File: config.mk
export PLATFORM = sky130hd
export DESIGN_NAME = cache_miss_alloc
export DESIGN_NICKNAME = d
export VERILOG_FILES = /design/src/rtl/cache_miss_alloc_pkg.sv /design/src/rtl/cache_miss_alloc_first_invalid.sv /design/src/rtl/cache_miss_alloc.sv
export SDC_FILE = /design/constraint.sdc
export NUM_CORES = 1
export LEC_CHECK = 0
export BUFFER_PORTS_ARGS = -buffer_cell sky130_fd_sc_hd__clkbuf_2
export CAP_MARGIN = 20
export CORE_UTILIZATION = 40
export DETAILED_ROUTE_END_ITERATION = 16
export MAX_ROUTING_LAYER = met4
export PLACE_DENSITY = 0.86
export SLEW_MARGIN = 20
export SYNTH_ARGS = -nofsm -noshare
export SYNTH_HDL_FRONTEND = slang
export SYNTH_SLANG_ARGS = --single-unit
File: constraint.sdc
create_clock -name clk -period 1.4 [get_ports clk]
set_input_delay 0.14 -clock clk [delete_from_list [all_inputs] [get_ports clk]]
set_output_delay 0.14 -clock clk [all_outputs]
set_load 0.02 [all_outputs]
File: src/rtl/cache_miss_alloc_pkg.sv
// Shared definitions for the miss-allocation controller: FSM state encoding and
// the invalid-first victim selection default (macro CACHE_INVALID_FIRST_EN).
package cache_miss_alloc_pkg;

  typedef enum logic [2:0] {
    ST_IDLE   = 3'd0,
    ST_SELECT = 3'd1,
    ST_WB     = 3'd2,
    ST_FILL   = 3'd3,
    ST_UPDATE = 3'd4
  } alloc_state_e;

`ifdef CACHE_INVALID_FIRST_EN
  localparam bit INVALID_FIRST_EN = 1'b1;
`else
  localparam bit INVALID_FIRST_EN = 1'b0;
`endif

endpackage

File: src/rtl/cache_miss_alloc_first_invalid.sv
// Priority encoder over a set's valid bits: flags any invalid way and returns
// the index of the lowest-numbered one.
module cache_first_invalid #(
  parameter int N_WAYS = 8,
  parameter int NWAY_W = $clog2(N_WAYS)
) (
  input  logic [N_WAYS-1:0] valid_way,
  output logic              any_invalid,
  output logic [NWAY_W-1:0] first_idx
);

  // Scan downwards so the lowest invalid index is the last one written.
  always_comb begin
    any_invalid = 1'b0;
    first_idx   = '0;
    for (int i = N_WAYS - 1; i >= 0; i--) begin
      if (!valid_way[i]) begin
        any_invalid = 1'b1;
        first_idx   = NWAY_W'(i);
      end
    end
  end

endmodule

File: src/rtl/cache_miss_alloc.sv
// Miss-allocation controller: picks a victim, writes it back if dirty, refills,
// then strobes a one-cycle policy update. CACHE_INVALID_FIRST_EN prefers invalid ways.
module cache_miss_alloc
  import cache_miss_alloc_pkg::*;
#(
  parameter int N_WAYS     = 8,
  parameter int NWAY_W     = $clog2(N_WAYS),
  parameter int LINE_OFF_W = 7,
  parameter int TAG_W      = 20
) (
  input  logic                  clk,
  input  logic                  reset,
  input  logic                  miss_req,
  input  logic [LINE_OFF_W-1:0] miss_line,
  input  logic [TAG_W-1:0]      miss_tag,
  input  logic [N_WAYS-1:0]     valid_way,
  input  logic [N_WAYS-1:0]     dirty_way,
  input  logic [NWAY_W-1:0]     way_select_bin,
  output logic [LINE_OFF_W-1:0] rp_line_addr,
  output logic [N_WAYS-1:0]     rp_way_hit,
  output logic                  rp_write_en,
  output logic                  wb_req,
  input  logic                  wb_ack,
  output logic [NWAY_W-1:0]     wb_way,
  output logic                  fill_req,
  input  logic                  fill_ack,
  output logic [NWAY_W-1:0]     fill_way,
  output logic [LINE_OFF_W-1:0] fill_line,
  output logic [TAG_W-1:0]      fill_tag,
  output logic                  miss_ack,
  output logic                  busy
);

  alloc_state_e          state_q;
  logic [LINE_OFF_W-1:0] line_q;
  logic [TAG_W-1:0]      tag_q;
  logic [NWAY_W-1:0]     victim_q;
  logic [NWAY_W-1:0]     victim;
  logic [N_WAYS-1:0]     one_way;

  assign one_way = {{(N_WAYS-1){1'b0}}, 1'b1};

`ifdef CACHE_INVALID_FIRST_EN
  logic              any_invalid;
  logic [NWAY_W-1:0] first_idx;

  cache_first_invalid #(
    .N_WAYS(N_WAYS),
    .NWAY_W(NWAY_W)
  ) u_first_invalid (
    .valid_way  (valid_way),
    .any_invalid(any_invalid),
    .first_idx  (first_idx)
  );

  assign victim = any_invalid ? first_idx : way_select_bin;
`else
  assign victim = way_select_bin;
`endif

  // The policy read is combinational, so the set index must switch to line_q
  // the moment SELECT is entered.
  assign rp_line_addr = (state_q == ST_IDLE) ? miss_line : line_q;
  assign wb_way       = victim_q;
  assign fill_way     = victim_q;
  assign fill_line    = line_q;
  assign fill_tag     = tag_q;

  // Handshake: wb_req/fill_req rise on state entry and hold until their ack is
  // sampled high in their own state; an ack in the entry cycle is accepted,
  // acks elsewhere are ignored, and miss_req is only sampled in IDLE.
  always_ff @(posedge clk) begin
    if (!reset) begin
      state_q     <= ST_IDLE;
      line_q      <= '0;
      tag_q       <= '0;
      victim_q    <= '0;
      rp_way_hit  <= '0;
      rp_write_en <= 1'b0;
      wb_req      <= 1'b0;
      fill_req    <= 1'b0;
      miss_ack    <= 1'b0;
      busy        <= 1'b0;
    end else begin
      case (state_q)
        ST_IDLE: begin
          if (miss_req) begin
            line_q  <= miss_line;
            tag_q   <= miss_tag;
            busy    <= 1'b1;
            state_q <= ST_SELECT;
          end
        end
        ST_SELECT: begin
          victim_q <= victim;
          if (valid_way[victim] && dirty_way[victim]) begin
            wb_req  <= 1'b1;
            state_q <= ST_WB;
          end else begin
            fill_req <= 1'b1;
            state_q  <= ST_FILL;
          end
        end
        ST_WB: begin
          if (wb_ack) begin
            wb_req   <= 1'b0;
            fill_req <= 1'b1;
            state_q  <= ST_FILL;
          end
        end
        ST_FILL: begin
          if (fill_ack) begin
            fill_req    <= 1'b0;
            rp_write_en <= 1'b1;
            miss_ack    <= 1'b1;
            rp_way_hit  <= one_way << victim_q;
            state_q     <= ST_UPDATE;
          end
        end
        ST_UPDATE: begin
          rp_write_en <= 1'b0;
          miss_ack    <= 1'b0;
          rp_way_hit  <= '0;
          busy        <= 1'b0;
          state_q     <= ST_IDLE;
        end
        default: begin
          state_q <= ST_IDLE;
        end
      endcase
    end
  end

endmodule

==> flow_metrics.tcl, run 1 <==
set metrics [dict create \
    run_status "finished, violations left" \
    violations "setup timing" \
    layout_setup_ws_ns -0.258 \
    gp_congestion 0.755 \
    placementRows 26 \
    total_placed_instance_area_sq_um 2680 \
    insertedDiodeCount 0 \
    routedLengthMet1_mm 2.15 \
    clkSlewWorstSetupHoldPaths_ns 0.09 \
    global_route.usage.total_pct 18.6 \
    globalRouteOverflowTotal 0 \
    post_synthesis_cell_type_count 35 \
    synthMostInstantiatedCell "nand2_1" \
    cp_data_arrival_time_ns 1.52 \
    comb_power_share_pct 30.9 \
    core_region_sq_um 5110 \
    postRouteWirelength_mm 5.01 \
    cts_made_buffers 5 \
    power_switching_mw 1.08 \
    irDropWorstVdd_v 0.000616 \
    grt_max_degree 31 \
    post_cts_hold_buffer_count 0 \
    synth.top_cells.by_area "dfxtp_1 43%, nand2_1 11%, a21boi_2 11%, mux2_2 4.3%, nor2b_1 3.9%" \
    pwr-share-seq_pct 44.1 \
    synthesis.area_sq_um 2110 \
    final_clock_skew_ns 0.0131 \
    topRoutingLayerUsed "met4" \
    area.growth.synth_to_final_pct 40.0 \
    grt_first_pass_wirelength_mm 7.67 \
    synth_enable_flop_cells 0 \
    final_cell_area_sq_um 2960 \
    holdWs_ns 0.0530 \
    post_synth_inst_count 225 \
    power-per-cell-area_nw_per_um2 1110 \
    drt-vias-per-instance 4.80 \
    worst_slew_pin_slew_ns 0.518 \
    layout_min_cycle_time_ns 1.66 \
    route.met2.wl_mm 2.49 \
    synth_sequential_area_ratio_pct 42.7 \
    drt-pass1-iter-count 4 \
    dpl_worst_slack_ns -0.122 \
    fin_crit_sh_pct 118 \
    final-hold-violation-count 0 \
    layout.nets 383 \
    post_route_cells_drive_above_1_share_pct 52.6 \
    cell_internal_pwr_mw 2.21 \
    crit_required_ns 1.26 \
    synth.cells.most_frequent "64 x nand2_1, 45 x dfxtp_1, 20 x a21boi_2" \
    clock_power_share_pct 25.0 \
    setup_total_negative_slack_ns -1.75 \
    dieArea_sq_um 5570 \
    ys_async_sr_fraction_pct 0 \
    drv_slew 0 \
    grt_antenna_before_repair 0 \
    worst_setup_path_end_kind "output pin" \
    leakage_nw 1.33 \
    clk-insertion-delay-late_ns 0.30 \
    floorplan.die.height_um 74.7 \
    cts_max_level 2 \
    max_cap_viol_count 0 \
    detail-route-antenna-nets 0 \
    yosys_warnings 0 \
    grt_pass1_vias 1775 \
    cts_tree "built" \
    fp.dieW_um 74.7 \
    setup.worst_path.start_class "flop" \
    drt-wirelength-per-cell_um 12.4 \
    detail_route.iter0.violations 39 \
    initial_core_util_pct 41.4 \
    port_buffer_cells 103 \
    final-setup-viol-count 7 \
    flop_and_latch_count_out_of_synthesis 45 \
    yosys.area.top_type "dfxtp_1" \
    max_slew_margin_pct 65.5 \
    tritoncts_num_sinks 45 \
    total_power_mw 3.28 \
    mappedNetlistNets 276 \
    worstPathMaxFanout 8 \
    grt_setup_unrepaired "yes" \
    yosysTopAreaCellShare_pct 42.7 \
    routed-wl-met3_um 285 \
    cts_max_path_buffers 2 \
    via_count 1935 \
    number_of_primary_i_o_pins 104 \
    switching_share_pct 32.8 \
    avgSynthCellArea_sq_um 9.39 \
    fmax_mhz 603 \
    min-delay-path-class "primary input to flop" \
    clock-root-buffer "clkbuf_8" \
    detailedPlacementHpwl_mm 3.51 \
    worstSetupPathType "flop to output pin" \
    post-route-drc-count 0 \
    dominant_register_cell_in_the_synthesized_netlist "dfxtp_1" \
]
## final timing paths
| path | start | end | slack [ns] | cells past startpoint |
|---|---|---|---|---|
| worst min register to register | fill_tag[16]$_SDFFE_PN0P_ | fill_tag[16]$_SDFFE_PN0P_ | 0.47 | 2 |
| worst min-delay path | miss_tag[0] | fill_tag[0]$_SDFFE_PN0P_ | 0.05 | 3 |
| worst max-delay path | state_q[2]$_SDFFE_PN0P_ | rp_line_addr[4] | -0.26 | 4 |
| worst max register to register | state_q[2]$_SDFFE_PN0P_ | state_q[0]$_SDFFE_PN0P_ | 0.04 | 5 |
## metal layers
metal	vias up	GRT usage, %
li1	972	-
met2	75	32.9
met1	879	19.8
met5	-	-
met3	9	4.55
met4	0	7.76
## critical path, stage by stage (launching register included)
cell	delay (ns)
dfxtp_4	0.37
nor3_4	0.23
buf_12	0.17
mux2_4	0.32
buf_8	0.13
## state kept, by name (all words and copies together), names as in the netlist
name	flops
fill_req	1
miss_ack	1
fill_line	7
wb_req	1
fill_way	3
rp_way_hit	8
state_q	3
busy	1
fill_tag	20
## layout make-up
cell class	instances	area (sq um)
Fill cell	451	2150
Multi-Input combinational cell	159	1150
Sequential cell	45	910
Timing Repair Buffer	117	707
Tap cell	70	87.6
Clock buffer	5	68.8
Clock inverter	3	21.3
Inverter	4	15.0
## logic make-up after synthesis
group	count (synthesis)	synth area share, %
and+or+nand+nor	98	21.9
AOI/OAI and AO/OA	48	20.3
DFF	45	42.7
buffers and inverters	21	7.35
muxes	13	7.82
## power groups by stage
stage | sequential (mW) | clock [mW] | combinational [mW]
global route | 1.46 | 0.900 | 1.10
detailed placement | 1.48 | 0 | 0.858
CTS | 1.45 | 0.836 | 0.967
global placement | 1.47 | 0 | 0.841
floorplan | 1.56 | 0 | 0.501
finish | 1.45 | 0.819 | 1.02
## placed cells by master (no fill, tap or decap), types with 3 or more instances in the layout
master,synthesis,layout
nand2_1,64,64
mux2_4,0,7
nor2_1,4,4
a32oi_1,4,3
buf_4,5,12
a21boi_2,20,20
clkbuf_2,0,96
a22oi_1,4,3
clkbuf_8,0,5
inv_1,4,4
a21boi_0,7,7
nor2b_1,13,12
o21ai_0,4,4
dfxtp_1,45,42
a21oi_1,3,3
nand2_2,4,4
buf_8,0,7
mux2i_1,3,3
## through the flow
stage	utilization, %	cells
2_1_floorplan	-	225
3_3_place_gp	52.4	393
3_5_place_dp	52.4	393
4_1_cts	56.5	402
5_1_grt	57.9	403
6_report	57.9	403
## timing repair
| action | CTS | global route |
|---|---|---|
| setup endpoints to repair | 12 | 17 |
| endpoints found under the hold margin | 0 | 0 |
| pin swaps | 1 | 5 |
| setup buffers | 1 | 1 |
| cloned | 0 | 0 |
| resized for setup | 24 | 21 |
No activity file was read; power rests on OpenSTA's default activity.
==> run 2, diff against run 1 <==
--- a/config.mk
+++ b/config.mk
@@ -7,10 +7,10 @@
 export LEC_CHECK = 0
 export BUFFER_PORTS_ARGS = -buffer_cell sky130_fd_sc_hd__clkbuf_2
 export CAP_MARGIN = 20
-export CORE_UTILIZATION = 40
+export CORE_UTILIZATION = 41
 export DETAILED_ROUTE_END_ITERATION = 16
 export MAX_ROUTING_LAYER = met4
-export PLACE_DENSITY = 0.86
+export PLACE_DENSITY = 0.88
 export SLEW_MARGIN = 20
 export SYNTH_ARGS = -nofsm -noshare
 export SYNTH_HDL_FRONTEND = slang
==> run 2 against run 1 <==
- the run still ends with setup timing left
- final area is 4.9% lower
- hold slack better by 0.0026 ns
- register-to-register slack hardly changed
- maximum frequency is 0.33% higher
- via count is 0.47% lower
- largest power group unchanged
- highest routed layer unchanged
==> flow_metrics.tcl, run 2 (synthesized netlist as in run 1, its figures left out) <==
set metrics [dict create \
    run_status "finished, violations left" \
    violations "setup timing" \
    grt_antenna_before_repair 0 \
    worstSetupPathType "flop to output pin" \
    grt_pass1_vias 1720 \
    power_switching_mw 1.02 \
    layout_setup_ws_ns -0.252 \
    post_cts_hold_buffer_count 0 \
    cts_made_buffers 5 \
    detail-route-antenna-nets 0 \
    insertedDiodeCount 0 \
    via_count 1926 \
    area.growth.synth_to_final_pct 33.1 \
    area.sequential_sq_um 907 \
    placementRows 25 \
    cts_max_level 2 \
    multi_input_comb_area_sq_um 1070 \
    postRouteWirelength_mm 4.87 \
    final_cell_area_sq_um 2810 \
    worstPathMaxFanout 9 \
    grt_max_degree 28 \
    switching_share_pct 30.8 \
    layout_min_cycle_time_ns 1.65 \
    drt-vias-per-instance 4.85 \
    max_slew_margin_pct 71.2 \
    clock_power_share_pct 29.9 \
    post_cts_setup_repair_buffer_count 0 \
    grt_first_pass_wirelength_mm 7.38 \
    global_route.usage.total_pct 18.3 \
    setup.worst_path.start_class "flop" \
    core_region_sq_um 4850 \
    detailedPlacementHpwl_mm 3.72 \
    fmax_mhz 605 \
    most-common-layout-cells "98 x clkbuf_2, 64 x nand2_1, 42 x dfxtp_1" \
    filler_cell_count 425 \
    pwr-share-seq_pct 43.9 \
    port_buffer_cells 103 \
    clk-insertion-delay-late_ns 0.30 \
    number_of_primary_i_o_pins 104 \
    cell_internal_pwr_mw 2.29 \
    final-setup-viol-count 7 \
    dieArea_sq_um 5440 \
    initial_core_util_pct 43.6 \
    final-hold-violation-count 0 \
    max_cap_viol_count 0 \
    cts_max_path_buffers 2 \
    final_clock_skew_ns 0.00815 \
    post-route-drc-count 0 \
    worst_setup_path_end_kind "output pin" \
    clkSlewWorstSetupHoldPaths_ns 0.09 \
    detail_route.iter0.violations 47 \
    crit_required_ns 1.26 \
    clock-root-buffer "clkbuf_8" \
    post_route_cells_drive_above_1_share_pct 49.7 \
    comb_power_share_pct 26.2 \
    globalRouteOverflowTotal 0 \
    final_core_utilization_pct 58.0 \
    drt-wirelength-per-cell_um 12.3 \
    irDropWorstVdd_v 0.000784 \
    drt-pass1-iter-count 4 \
    power-per-cell-area_nw_per_um2 1170 \
    leakage_nw 1.28 \
    layout.nets 380 \
    total_placed_instance_area_sq_um 2680 \
    tritoncts_num_sinks 45 \
    fin_crit_sh_pct 118 \
    worst_slew_pin_slew_ns 0.432 \
    cts_tree "built" \
    min-delay-path-class "primary input to flop" \
    drv_slew 0 \
    largest_register_ffs 20 \
    fp.dieW_um 73.8 \
    grt_setup_unrepaired "yes" \
    cp_data_arrival_time_ns 1.51 \
    final_common_cell "clkbuf_2" \
    gp_congestion 0.732 \
    floorplan.die.height_um 73.8 \
]
-- run 2: layout make-up --
type                            instances  area share (%)
Clock buffer                            6            2.58
Multi-Input combinational cell        159            38.1
Timing Repair Buffer                  114            22.2
Clock inverter                          2            1.38
Inverter                                4           0.534
Sequential cell                        45            32.3
Tap cell                               67            2.98
-- run 2: what timing repair did --
item / in CTS / in global routing
setup endpoints to repair: 15 / 43
pin swaps: 1 / 1
gates resized for setup: 3 / 16
-- run 2: worst paths after layout --
| path | start | depth (start not counted) | slack, ns | end |
|---|---|---|---|---|
| worst min register to register | fill_tag[8]$_SDFFE_PN0P_ | 2 | 0.46 | fill_tag[8]$_SDFFE_PN0P_ |
| worst min-delay path | miss_tag[2] | 3 | 0.06 | fill_tag[2]$_SDFFE_PN0P_ |
| worst max register to register | state_q[2]$_SDFFE_PN0P_ | 5 | 0.03 | fill_line[5]$_SDFFE_PN0P_ |
| worst max-delay path | state_q[2]$_SDFFE_PN0P_ | 4 | -0.25 | rp_line_addr[6] |
-- run 2: layer usage --
layer,routed length (um),track usage [%]
met1,2170,20.3
met2,2350,31.4
met3,301,5.76
met4,59,5.13
met5,0,-
-- run 2: power by group through the flow --
| stage | logic, mW | clock network [mW] | registers (mW) |
|---|---|---|---|
| finish | 0.866 | 0.986 | 1.45 |
| global route | 0.940 | 1.05 | 1.46 |
| floorplan | 0.501 | 0 | 1.56 |
| CTS | 0.871 | 1.00 | 1.45 |
| global placement | 0.842 | 0 | 1.47 |
| detailed placement | 0.863 | 0 | 1.48 |
-- run 2: worst max-delay path, cell delays in order (launching register included) --
cell,delay (ns)
dfxtp_2,0.35
nor3_4,0.21
buf_12,0.15
mux2_2,0.34
buf_2,0.16
-- run 2: through the flow --
| step | hold slack [ns] | instances | total power, mW | worst slack, ns | setup TNS, ns |
|---|---|---|---|---|---|
| floorplan | 0.267 | 225 | 2.06 | -0.00999 | -0.146 |
| global placement | 0.373 | 389 | 2.32 | 0.0343 | 0 |
| detailed placement | 0.372 | 389 | 2.34 | -0.0242 | -0.0293 |
| CTS | 0.0487 | 397 | 3.32 | -0.287 | -1.94 |
| global route | 0.0521 | 397 | 3.45 | -0.311 | -2.89 |
| finish | 0.0556 | 397 | 3.30 | -0.252 | -1.70 |
